`src/rtl/mux_rr_scheduler_pkg.sv`:
```
// Shared constants and state encoding for the round-robin mux scheduler.
package mux_rr_scheduler_pkg;
    localparam int NUM_REQ  = 4;
    localparam int SEL_W    = 2;
    localparam int SW_CNT_W = 8;

    typedef enum logic {
        ST_IDLE  = 1'b0,
        ST_GRANT = 1'b1
    } state_e;
endpackage

```
`src/rtl/mux_rr_scheduler_mux4_bit.sv`:
```
// Purely combinational 4:1 single-bit selector for the shared datapath.
module mux4_bit (
    input  logic [3:0] data_i,
    input  logic [1:0] sel_i,
    output logic       bit_o
);
    assign bit_o = data_i[sel_i];
endmodule

```
`src/rtl/mux_rr_scheduler.sv`:
```
// Round-robin owner of a shared 4:1 bit mux with minimum tenure and preemption.
// Handshake: req_i is a level held by a requester; grant_o/valid_o assert one cycle later and drop on release.
module mux_rr_scheduler
    import mux_rr_scheduler_pkg::*;
#(
    parameter int HOLD_MIN = 2,
    parameter int HOLD_MAX = 8,
    parameter int CNT_W    = 4
) (
    input  logic                clock_i,
    input  logic                reset_i,
    input  logic [NUM_REQ-1:0]  req_i,
    input  logic [NUM_REQ-1:0]  data_i,
    output logic [NUM_REQ-1:0]  grant_o,
    output logic [SEL_W-1:0]    sel_o,
    output logic                valid_o,
    output logic                out_o,
    output logic [SW_CNT_W-1:0] switches_o,
    output state_e              dbg_state_o
);
    state_e              state_q;
    logic [NUM_REQ-1:0]  grant_q;
    logic [SEL_W-1:0]    sel_q;
    logic [SEL_W-1:0]    ptr_q;
    logic                valid_q;
    logic [CNT_W-1:0]    cnt_q;
    logic [SW_CNT_W-1:0] switches_q;

    logic [NUM_REQ-1:0]  others_d;
    logic                release_d;
    logic [SEL_W-1:0]    pick_idle_d;
    logic [SEL_W-1:0]    pick_hand_d;
    logic [SW_CNT_W-1:0] switches_d;
    logic                mux_bit;

    // First set bit at or after p, wrapping 3->0; lowest offset wins.
    function automatic logic [SEL_W-1:0] rr_pick(input logic [NUM_REQ-1:0] r,
                                                 input logic [SEL_W-1:0]   p);
        logic [SEL_W-1:0] idx;
        rr_pick = p;
        for (int i = NUM_REQ - 1; i >= 0; i--) begin
            idx = p + SEL_W'(i);
            if (r[idx]) rr_pick = idx;
        end
    endfunction

    always_comb begin
        others_d    = req_i & ~grant_q;
        release_d   = ((cnt_q >= CNT_W'(HOLD_MIN)) && !req_i[sel_q]) ||
                      ((cnt_q >= CNT_W'(HOLD_MAX)) && (others_d != '0));
        pick_idle_d = rr_pick(req_i, ptr_q);
        pick_hand_d = rr_pick(others_d, ptr_q);
        switches_d  = (switches_q == '1) ? switches_q : switches_q + SW_CNT_W'(1);
    end

    always_ff @(posedge clock_i or posedge reset_i) begin
        if (reset_i) begin
            state_q    <= ST_IDLE;
            grant_q    <= '0;
            sel_q      <= '0;
            ptr_q      <= '0;
            valid_q    <= 1'b0;
            cnt_q      <= '0;
            switches_q <= '0;
        end else begin
            case (state_q)
                ST_IDLE: begin
                    if (req_i != '0) begin
                        state_q    <= ST_GRANT;
                        grant_q    <= NUM_REQ'(1) << pick_idle_d;
                        sel_q      <= pick_idle_d;
                        ptr_q      <= pick_idle_d + SEL_W'(1);
                        valid_q    <= 1'b1;
                        cnt_q      <= CNT_W'(1);
                        switches_q <= switches_d;
                    end
                end
                ST_GRANT: begin
                    if (release_d && (others_d != '0)) begin
                        grant_q    <= NUM_REQ'(1) << pick_hand_d;
                        sel_q      <= pick_hand_d;
                        ptr_q      <= pick_hand_d + SEL_W'(1);
                        cnt_q      <= CNT_W'(1);
                        switches_q <= switches_d;
                    end else if (release_d) begin
                        // sel is left untouched on the way back to idle
                        state_q <= ST_IDLE;
                        grant_q <= '0;
                        valid_q <= 1'b0;
                        cnt_q   <= '0;
                    end else if (cnt_q < CNT_W'(HOLD_MAX)) begin
                        cnt_q <= cnt_q + CNT_W'(1);
                    end
                end
                default: state_q <= ST_IDLE;
            endcase
        end
    end

    mux4_bit u_mux (
        .data_i (data_i),
        .sel_i  (sel_q),
        .bit_o  (mux_bit)
    );

    assign out_o       = valid_q & mux_bit;
    assign grant_o     = grant_q;
    assign sel_o       = sel_q;
    assign valid_o     = valid_q;
    assign switches_o  = switches_q;
    assign dbg_state_o = state_q;
endmodule

```
`config.mk`:
```
export PLATFORM = sky130hd
export DESIGN_NAME = mux_rr_scheduler
export DESIGN_NICKNAME = d
export VERILOG_FILES = /design/src/rtl/mux_rr_scheduler_pkg.sv /design/src/rtl/mux_rr_scheduler_mux4_bit.sv /design/src/rtl/mux_rr_scheduler.sv
export SDC_FILE = /design/constraint.sdc
export NUM_CORES = 1
export LEC_CHECK = 0
export BUFFER_PORTS_ARGS = -buffer_cell sky130_fd_sc_hd__buf_2
export CORE_ASPECT_RATIO = 2
export CORE_UTILIZATION = 55
export DETAILED_ROUTE_END_ITERATION = 16
export PLACE_DENSITY = 0.76
export SLEW_MARGIN = 20
export SYNTH_ARGS = -nofsm -noshare
export SYNTH_HDL_FRONTEND = slang
export SYNTH_HIERARCHICAL = 1
export SYNTH_SLANG_ARGS = --single-unit
```
`constraint.sdc`:
```
create_clock -name clock_i -period 2.5 [get_ports clock_i]
set_input_delay 0 -clock clock_i [delete_from_list [all_inputs] [get_ports clock_i]]
set_output_delay 0 -clock clock_i [all_outputs]
set_load 0.005 [all_outputs]
```
==> out/metrics.yaml <==
status: "complete, no violations"
synth-async-reset-ratio: 1.000
crit_slowest_cell: "sky130_fd_sc_hd__mux4_2"
cts.repair.resized: 0
start_util: 0.5889
finalCriticalPeriod_ns: 2.276
synthesis.area_per_instance_um2: 9.461
pwr-share-seq: 0.297
maxSlewViolCount: 0
timing.critical_path.cells: "mux4_2 > a21oi_2 > a31oi_1 > or3b_1 > xnor2_1"
seq_area_frac_synth: 0.3592
p_sw_uw: 1115
clk_path_buf_depth: 2
tritoncts_clock_tree: "built"
final-seq-area_um2: 550.5
rsz0062_at_grt: "false"
fin_crit_sh: 0.9106
synthCells: 162
critical_path.endpoint_type: "flip-flop"
library_cell_with_the_highest_instance_count_after_synthesis: "sky130_fd_sc_hd__dfrtp_1"
critical_path.startpoint_type: "flip-flop"
cts.repair_timing.setup_buffer_count: 0
max_freq_mhz: 439.3
cp_data_required_time_ns: 2.65
category_of_the_most_critical_setup_path: "flip-flop to flip-flop"
grt_pass1_vias: 1378
drt_pre_antenna_iters: 4
antenna_found_initial: 0
cts.reportedPaths.clkPinSlew_ns: 0.08
combPwrFrac: 0.600
maxCapViolCount: 0
switching_share: 0.4528
leakagePower_uw: 0.0007851
synth_area_leaders: "sky130_fd_sc_hd__dfrtp_1, sky130_fd_sc_hd__o22ai_1, sky130_fd_sc_hd__buf_6"
detail_route.iter0.violations: 65
yosys_warnings: 6
netlist-cell-type-count: 54
hold_path.class: "primary input to flip-flop"
cts-buffers-inserted: 3
routed_via_density: 6.502
dp_hpwl_um: 2978
finalHoldViolations: 0
top_level_ports: 27
final.fill_count: 219
antenna_left: 0
finalWorstSetupSlack_ns: 0.2236
timing.setup.tns_ns: 0
clock_power_share: 0.103
clock_tree.root_cell: "sky130_fd_sc_hd__clkbuf_8"
peakVddDrop_mv: 0.7791
max_stage_delay_ns: 0.57
area_delta_synth_final_pct: 13.63
clock_insertion_delay_at_the_later_pin_of_the_skew_report_ns: 0.26
worstPathArrival_ns: 2.43
gp_congestion: 0.8878
die_area_um2: 3015
final_layout_size_suffix_gt1_frac: 0.2487
vias: 1437
clock_skew_ns: 0.003323
floorplan.die.height_um: 76.66
core_region_area_um2: 2603
insertedDiodeCount: 0
mappedNetlistArea_um2: 1533
drt_wl_cell_um: 17.30
critPathMaxFanout: 11
p_int_uw: 1348
routed_wirelength_um: 3824
finish.net_count: 207
synthTopCellsByCount: "sky130_fd_sc_hd__dfrtp_1, sky130_fd_sc_hd__nor2_1, sky130_fd_sc_hd__o22ai_1, sky130_fd_sc_hd__inv_1, sky130_fd_sc_hd__nand3_1"
dp_slack_ns: 0.2508
drt_drc_violations_left: 0
wire_length_of_the_first_global_routing_pass_um: 6065
synth_top_area_cell: "sky130_fd_sc_hd__dfrtp_1"
yosys_most_used_dff: "sky130_fd_sc_hd__dfrtp_1"
multi_input_comb_area_um2: 874.6
power.density_cell_area_nw_per_um2: 1414
synth_enable_flop_cells: 0
synth.ff_latch_count: 22
normalized_max_slew_margin: 0.3966
row_count: 26
tritoncts_num_sinks: 22
postCtsHoldBufs: 1
globalRouteOverflowTotal: 0
portBuffers: 26
grt_util_all_layers: 0.2804
yosys.area.top_type_share: 0.3592
h_tree_lvls: 1
worst-slew-pin-transition_ns: 0.9009
dieWidth_um: 39.33
maximum_number_of_pins_on_one_net_before_global_route_repair: 23
report.final.setup_viol: 0
syn-num-nets: 175
[state kept, by name (all words and copies together), names as in the netlist]
| signal | count |
|---|---|
| switches_o | 8 |
| cnt_q | 4 |
| valid_o | 1 |
| grant_o | 4 |
| ptr_q | 2 |
| dbg_state_o | 1 |
| sel_o | 2 |
[area by class of cell]
class,instances,area share
well taps,28,0.02011
flip-flops and latches,22,0.3161
clock buffers,4,0.03161
multi-input cells,124,0.5022
inverters,9,0.01940
repair buffers,34,0.1106
[cells in the final DEF (no fill, tap or decap), types with 3 or more instances in the layout]
| cell type | synthesis | final |
|---|---|---|
| sky130_fd_sc_hd__nor3_1 | 5 | 5 |
| sky130_fd_sc_hd__o21ai_0 | 6 | 6 |
| sky130_fd_sc_hd__o22ai_1 | 10 | 10 |
| sky130_fd_sc_hd__a31oi_1 | 3 | 3 |
| sky130_fd_sc_hd__o31ai_1 | 3 | 3 |
| sky130_fd_sc_hd__a21oi_1 | 7 | 7 |
| sky130_fd_sc_hd__nand2_1 | 7 | 7 |
| sky130_fd_sc_hd__inv_1 | 8 | 8 |
| sky130_fd_sc_hd__nor2_1 | 10 | 10 |
| sky130_fd_sc_hd__xnor2_1 | 4 | 4 |
| sky130_fd_sc_hd__buf_4 | 0 | 7 |
| sky130_fd_sc_hd__clkbuf_8 | 1 | 4 |
| sky130_fd_sc_hd__o22a_1 | 3 | 3 |
| sky130_fd_sc_hd__ha_1 | 3 | 3 |
| sky130_fd_sc_hd__buf_2 | 1 | 26 |
| sky130_fd_sc_hd__o21ai_1 | 3 | 3 |
| sky130_fd_sc_hd__dfrtp_1 | 22 | 22 |
| sky130_fd_sc_hd__xor2_1 | 4 | 4 |
| sky130_fd_sc_hd__nand4_1 | 5 | 5 |
| sky130_fd_sc_hd__nand2b_1 | 3 | 3 |
| sky130_fd_sc_hd__nand3_1 | 8 | 8 |
[worst max-delay path, delay by kind of cell, from the launching register on]
family	cells	cell delay [ns]
xor+xnor	1	0.13
flops	1	0.42
simple gates	1	0.48
mux	1	0.57
compound gates	2	0.57
[layer usage]
layer	part of all wire	track usage	routed length, um	up-vias
met4	0.036	0.1414	137	0
met2	0.56	0.4833	2153	58
met3	0.039	0.04046	150	13
li1	-	-	-	675
met1	0.36	0.3082	1382	691
met5	0	0	0	-
[path summary, 6_finish.rpt]
path / slack (ns) / cells past startpoint / startpoint / endpoint
worst max-delay path: 0.22 / 5 / sel_o[1] / switches_o[6]
worst min-delay path: 0.25 / 4 / req_i[2] / valid_o
worst max register to register: 0.22 / 5 / sel_o[1] / switches_o[6]
worst min register to register: 0.50 / 1 / switches_o[7] / switches_o[7]
max in group asynchronous: 1.56 / 3 / reset_i / switches_o[3]
min in group asynchronous: 0.44 / 3 / reset_i / switches_o[7]
[cells by family (layout without fill, tap and decap cells)]
logic type,count (synthesis),in the layout,synth area share
AO/OA/AOI/OAI,51,51,0.2416
XOR/XNOR,8,8,0.04571
adder cells (fa/ha/maj),3,3,0.02449
buffers and inverters,16,47,0.07020
flip-flops,22,22,0.3592
multiplexers,5,5,0.04979
AND/OR/NAND/NOR,57,57,0.2090
[metrics by stage]
stage	power, uW	hold slack, ns	utilization	cell area [um2]	instances
6_report	2462	0.2548	0.6692	1742	221
2_1_floorplan	1767	-0.01077	-	1533	162
5_1_grt	2650	0.2561	0.6692	1742	221
3_3_place_gp	2143	0.1745	0.6442	1677	216
4_1_cts	2464	0.2434	0.6692	1742	221
3_5_place_dp	2205	0.2006	0.6442	1677	216
[power by group through the flow]
| stage | Combinational, uW | Clock, uW | Sequential [uW] |
|---|---|---|---|
| after detailed placement | 1470 | 0 | 734 |
| after CTS | 1480 | 256 | 730 |
| after global routing | 1620 | 269 | 762 |
| final | 1480 | 253 | 732 |
| after floorplan | 1070 | 0 | 695 |
| after global placement | 1420 | 0 | 725 |
Note: power is estimated with default switching activity, not from simulation.
